**src/rtl/intc_pkg.sv**
```systemverilog
// Shared types and helpers for the intc interrupt controller.
package intc_pkg;

  typedef enum logic [1:0] {
    MASK    = 2'd0,
    PENDING = 2'd1,
    VECTOR  = 2'd2,
    EOI     = 2'd3
  } intc_reg_e;

  typedef enum logic {
    IDLE = 1'b0,
    REQ  = 1'b1
  } intc_state_e;

  // Index of the lowest set bit (highest priority); 0 when the vector is empty.
  function automatic logic [4:0] lowest_set(input logic [31:0] v);
    logic [4:0] id;
    id = 5'd0;
    for (int i = 31; i >= 0; i--) begin
      if (v[i]) id = 5'(i);
    end
    return id;
  endfunction

endpackage

```
**src/rtl/intc_sync.sv**
```systemverilog
// Per-line synchroniser with rising-edge detector; a line already high at reset
// release is absorbed until the chain and the history flop hold real samples.
module intc_sync #(
  parameter int SYNC_STAGES = 2
) (
  input  logic clk,
  input  logic rst_n,
  input  logic d,
  output logic rise
);

  logic [SYNC_STAGES-1:0] sync_r;
  logic                   prev_r;
  logic [SYNC_STAGES:0]   arm_r;

  // Synchroniser chain, edge history and post-reset arming shift register.
  always_ff @(posedge clk or negedge rst_n) begin
    if (!rst_n) begin
      sync_r <= '0;
      prev_r <= 1'b0;
      arm_r  <= '0;
    end else begin
      sync_r <= {sync_r[SYNC_STAGES-2:0], d};
      prev_r <= sync_r[SYNC_STAGES-1];
      arm_r  <= {arm_r[SYNC_STAGES-1:0], 1'b1};
    end
  end

  assign rise = sync_r[SYNC_STAGES-1] & ~prev_r & arm_r[SYNC_STAGES];

endmodule

```
**src/rtl/intc.sv**
```systemverilog
// Prioritised edge-triggered interrupt controller (line 0 highest priority).
// Define INTC_NESTING_EN to let a higher-priority line preempt one in service.
module intc
  import intc_pkg::*;
#(
  parameter int NUM_IRQ     = 8,
  parameter int SYNC_STAGES = 2
) (
  input  logic               clk,
  input  logic               rst_n,
  input  logic [NUM_IRQ-1:0] irq,
  output logic               hwint,
  input  logic               int_ack,
  input  logic [1:0]         reg_sel,
  input  logic               reg_rd,
  input  logic               reg_wr,
  input  logic [31:0]        reg_wdata,
  output logic [31:0]        reg_rdata
);

  localparam logic [NUM_IRQ-1:0] LSB = NUM_IRQ'(32'd1);

  logic [NUM_IRQ-1:0] rise_s, mask_r, pending_r, isr_r;
  logic [NUM_IRQ-1:0] eligible_s, req_oh_s, cur_oh_s, w1c_s;
  logic [NUM_IRQ-1:0] isr_nxt_s, pending_nxt_s;
  logic [4:0]         req_id_s, cur_id_s;
  logic               req_cond_s, ack_s, eoi_s, wr_mask_s;
  intc_state_e        state_r;
  logic               hwint_r;
  logic               unused_s;

  for (genvar i = 0; i < NUM_IRQ; i++) begin : g_line
    intc_sync #(.SYNC_STAGES(SYNC_STAGES)) u_sync (
      .clk  (clk),
      .rst_n(rst_n),
      .d    (irq[i]),
      .rise (rise_s[i])
    );
  end

  assign eligible_s = pending_r & mask_r;
  assign req_id_s   = lowest_set(32'(eligible_s));
  assign cur_id_s   = lowest_set(32'(isr_r));
  // x & -x isolates the lowest set bit, giving the one-hot of the winning line.
  assign req_oh_s   = eligible_s & (~eligible_s + LSB);
  assign cur_oh_s   = isr_r & (~isr_r + LSB);

`ifdef INTC_NESTING_EN
  assign req_cond_s = (eligible_s != '0) && ((isr_r == '0) || (req_id_s < cur_id_s));
`else
  assign req_cond_s = (eligible_s != '0) && (isr_r == '0);
`endif

  assign ack_s     = (state_r == REQ) && int_ack && req_cond_s;
  assign eoi_s     = reg_wr && (reg_sel == EOI) && (isr_r != '0);
  assign wr_mask_s = reg_wr && (reg_sel == MASK);
  assign w1c_s     = (reg_wr && (reg_sel == PENDING)) ? reg_wdata[NUM_IRQ-1:0] : '0;
  assign unused_s  = ^reg_wdata;

  // Next in-service and pending state: EOI retires before ack, edge beats W1C.
  always_comb begin
    isr_nxt_s     = isr_r;
    pending_nxt_s = pending_r & ~w1c_s;
    if (eoi_s) isr_nxt_s = isr_nxt_s & ~cur_oh_s;
    else       isr_nxt_s = isr_nxt_s;
    if (ack_s) begin
      isr_nxt_s     = isr_nxt_s | req_oh_s;
      pending_nxt_s = pending_nxt_s & ~req_oh_s;
    end else begin
      isr_nxt_s     = isr_nxt_s;
      pending_nxt_s = pending_nxt_s;
    end
    pending_nxt_s = pending_nxt_s | rise_s;
  end

  // Mask, pending and in-service registers.
  always_ff @(posedge clk or negedge rst_n) begin
    if (!rst_n) begin
      mask_r    <= '0;
      pending_r <= '0;
      isr_r     <= '0;
    end else begin
      mask_r    <= wr_mask_s ? reg_wdata[NUM_IRQ-1:0] : mask_r;
      pending_r <= pending_nxt_s;
      isr_r     <= isr_nxt_s;
    end
  end

  // Request FSM with registered hwint.
  always_ff @(posedge clk or negedge rst_n) begin
    if (!rst_n) begin
      state_r <= IDLE;
      hwint_r <= 1'b0;
    end else begin
      case (state_r)
        IDLE: begin
          state_r <= req_cond_s ? REQ : IDLE;
          hwint_r <= req_cond_s;
        end
        REQ: begin
          if (ack_s || !req_cond_s) begin
            state_r <= IDLE;
            hwint_r <= 1'b0;
          end else begin
            state_r <= REQ;
            hwint_r <= 1'b1;
          end
        end
        default: begin
          state_r <= IDLE;
          hwint_r <= 1'b0;
        end
      endcase
    end
  end

  assign hwint = hwint_r;

  // Register read mux; reads return 0 without a strobe.
  always_comb begin
    reg_rdata = 32'd0;
    if (reg_rd) begin
      case (intc_reg_e'(reg_sel))
        MASK:    reg_rdata = 32'(mask_r);
        PENDING: reg_rdata = 32'(pending_r);
        VECTOR:  reg_rdata = (isr_r != '0) ? {1'b1, 26'd0, cur_id_s} : 32'd0;
        EOI:     reg_rdata = 32'd0;
        default: reg_rdata = 32'd0;
      endcase
    end else begin
      reg_rdata = 32'd0;
    end
  end

endmodule

```
**config.mk**
```make
export PLATFORM = sky130hd
export DESIGN_NAME = intc
export DESIGN_NICKNAME = d
export VERILOG_FILES = /design/src/rtl/intc_pkg.sv /design/src/rtl/intc_sync.sv /design/src/rtl/intc.sv
export SDC_FILE = /design/constraint.sdc
export NUM_CORES = 1
export LEC_CHECK = 0
export ABC_AREA = 0
export BUFFER_PORTS_ARGS = -buffer_cell sky130_fd_sc_hd__buf_2
export CORE_MARGIN = 1
export CORE_UTILIZATION = 40
export DETAILED_ROUTE_END_ITERATION = 12
export PLACE_DENSITY = 0.66
export SKIP_CTS_REPAIR_TIMING = 1
export SKIP_LAST_GASP = 1
export SYNTH_ARGS = -nofsm -noshare
export SYNTH_HDL_FRONTEND = slang
export SYNTH_HIERARCHICAL = 1
export SYNTH_SLANG_ARGS = --single-unit
```
**constraint.sdc**
```tcl
create_clock -name clk -period 1.41 [get_ports clk]
set_input_delay 0 -clock clk [delete_from_list [all_inputs] [get_ports clk]]
set_output_delay 0 -clock clk [all_outputs]
set_load 0.005 [all_outputs]
```
==> flow_summary.json <==
{
  "clk_pin_slew_ps": 70,
  "rows": 30,
  "cp_max_fo": 4,
  "gr-total-overflow": 0,
  "area_growth_pct": 31.41,
  "root_buffer": "clkbuf_8",
  "drt_iter0_drc": 95,
  "start_util_pct": 41.75,
  "track_usage_pct": 15.04,
  "syn-cell-area_sq_um": 2868,
  "synth_top_area_share_pct": 63.70,
  "grt_pass1_vias": 1791,
  "dp_slack_ps": -243.0,
  "cts_buffer_depth": 2,
  "setup_slack_ps": -330.4,
  "yosys.area.top_type": "dfrtp_1",
  "synth_area_leaders": "dfrtp_1 (64%), buf_4 (6.0%), mux2_2 (3.1%), nand2_1 (2.9%), mux2i_1 (2.8%)",
  "finalCritPeriodShare_pct": 123.4,
  "fill_cells": 583,
  "timing.final.crit_period_ps": 1740,
  "peakVddDrop_mv": 0.6134,
  "grt_pass1_wl_um": 8280,
  "synthMuxAreaShare_pct": 5.934,
  "avgViaCountPerCell": 4.540,
  "maxCapViolCount": 0,
  "drc_errors": 0,
  "endpoint_kind": "output port",
  "diodes": 0,
  "routed_wl_um": 5062,
  "postSynthCellCount": 229,
  "cts_tree": "built",
  "firstDrtPassIters": 4,
  "totalPowerFinal_mw": 6.295,
  "final_cell_mix": "dfrtp_1 (73), buf_4 (33), buf_2 (32), conb_1 (31), nand2_1 (22)",
  "synth_top_family_by_area": "simple AND/OR/NAND/NOR gates",
  "synth-adder-area-share_pct": 0,
  "status": "complete, but fails checks",
  "routabilityCongestion": 0.8615,
  "synth_warnings": 6,
  "synth_simple_gate_area_share_pct": 14.22,
  "ys_ff_latch": 73,
  "fp.dieArea_sq_um": 7512,
  "hold_path.class": "in -> reg",
  "antenna_found_initial": 0,
  "wl_per_cell_um": 12.00,
  "slew_violations": 0,
  "ios": 80,
  "syn_avg_cell_area_sq_um": 12.52,
  "rsz0062_at_grt": "true",
  "synth_cell_type_count": 39,
  "worstSetupPathType": "reg -> out",
  "cts.sinks": 73,
  "skew_ps": 4.267,
  "nNetsFinal": 368,
  "fin_area_sq_um": 3769,
  "placed_cell_area_sq_um": 3284,
  "cp-start-kind": "flop",
  "power_density_nw_per_um2": 1670,
  "grt_max_degree": 35,
  "fp.dieW_um": 86.67,
  "io_buffer_count": 32,
  "layout-drive-gt1-share_pct": 32.82,
  "critPathRequiredTime_ps": 1410,
  "finalSetupViolCount": 19,
  "htreeDepth": 3,
  "violations": "negative setup slack",
  "arrival_ps": 1740,
  "fmax_mhz": 574.6,
  "synth-xor-area-share_pct": 0,
  "clk_latency_ps": 340,
  "dr_total_vias": 1916,
  "fp.dieH_um": 86.67,
  "synth_compound_area_share_pct": 7.417,
  "hold_viol": 0,
  "dp_hpwl_um": 3625,
  "seq_area_frac_synth_pct": 63.70,
  "cts_made_buffers": 9,
  "p_leak_nw": 1.823,
  "ant_nets": 0,
  "mostFrequentLayoutCell": "dfrtp_1",
  "coreArea_sq_um": 6869
}
[layer usage]
metal,wire (um),global-route usage [%],up-vias
met1,2256,19.22,934
li1,-,-,916
met5,0,0,-
met2,2464,23.67,55
met4,104,8.182,0
met3,237,3.714,11
[cells in the mapped netlist]
library cell  number
dfrtp_1           73
buf_4             23
nand2_1           22
and3b_1            9
conb_1             9
nor2_1             9
o21ai_0            9
mux2_2             8
mux2i_1            8
nand4_1            6
a31o_1             4
inv_1              4
nand3_1            4
a21oi_1            3
and2_1             3
nand2b_1           3
nor3_1             3
o21a_1             3
a222oi_1           2
a31o_2             2
and3_1             2
buf_2              2
clkbuf_1           2
a21o_1             1
a32o_1             1
and4_1             1
and4bb_2           1
buf_6              1
nand3b_1           1
nor3b_1            1
nor3b_2            1
nor4_2             1
nor4_4             1
o211ai_1           1
o21bai_1           1
o22ai_1            1
o311a_1            1
o31a_1             1
or3_2              1
[layout make-up]
type / count / area, sq um / share of cell area (%)
inverters: 4 / 15.01 / 0.3984
multi-input cells: 146 / 940.9 / 24.97
repair buffers: 87 / 651.9 / 17.30
well taps: 96 / 120.1 / 3.187
flip-flops and latches: 73 / 1827 / 48.47
clock inverters: 5 / 62.56 / 1.660
clock buffers: 11 / 151.4 / 4.017
[per-stage QoR]
step / utilization, % / std cells / TNS [ps] / hold WS, ps
4_1_cts: 50.93 / 397 / -2960 / -412.6
5_1_grt: 54.86 / 422 / -4111 / 62.14
3_3_place_gp: 47.81 / 381 / -1566 / -39.30
6_report: 54.86 / 422 / -2575 / 50.67
2_1_floorplan: - / 251 / -857.8 / -295.6
3_5_place_dp: 47.81 / 381 / -1797 / -41.85
[power by group]
group	internal (mW)	leakage (nW)	total, mW	switching (mW)
registers	2.39	0.862	2.60	0.205
logic	1.15	0.858	2.02	0.865
clock network	0.922	0.102	1.68	0.758
total	4.47	1.82	6.30	1.83
[registers in the layout (all words and copies together) (netlist names)]
register,flops
g_line.u_sync/sync_r,16
g_line.u_sync/prev_r,8
isr_r,8
hwint,1
g_line.u_sync/arm_r,24
pending_r,8
mask_r,8
[worst paths after layout]
| path | to | cells after the start | slack [ps] | startpoint |
|---|---|---|---|---|
| max | reg_rdata[2] | 5 | -330 | isr_r[6] |
| min | isr_r[0] | 3 | 50 | reg_wr |
| max reg2reg | pending_r[7] | 6 | -200 | pending_r[2] |
| min reg2reg | g_line[5].u_sync/arm_r[2] | 0 | 350 | g_line[5].u_sync/arm_r[1] |
| max in group asynchronous | g_line[6].u_sync/prev_r | 3 | 770 | rst_n |
| min in group asynchronous | g_line[2].u_sync/sync_r[0] | 2 | 130 | rst_n |
[logic make-up after synthesis]
group | Yosys count
AND/OR/NAND/NOR | 69
buffers and inverters | 32
multiplexers | 16
AO/OA/AOI/OAI | 30
flip-flops | 73
other | 9
[critical path: stages, from the launching register on]
cell and delay (ps):
dfrtp_1 420, nor4_4 310, buf_4 180, and4bb_2 220
o21a_1 160, buf_2 120
Note: power is estimated with default switching activity, not from simulation.
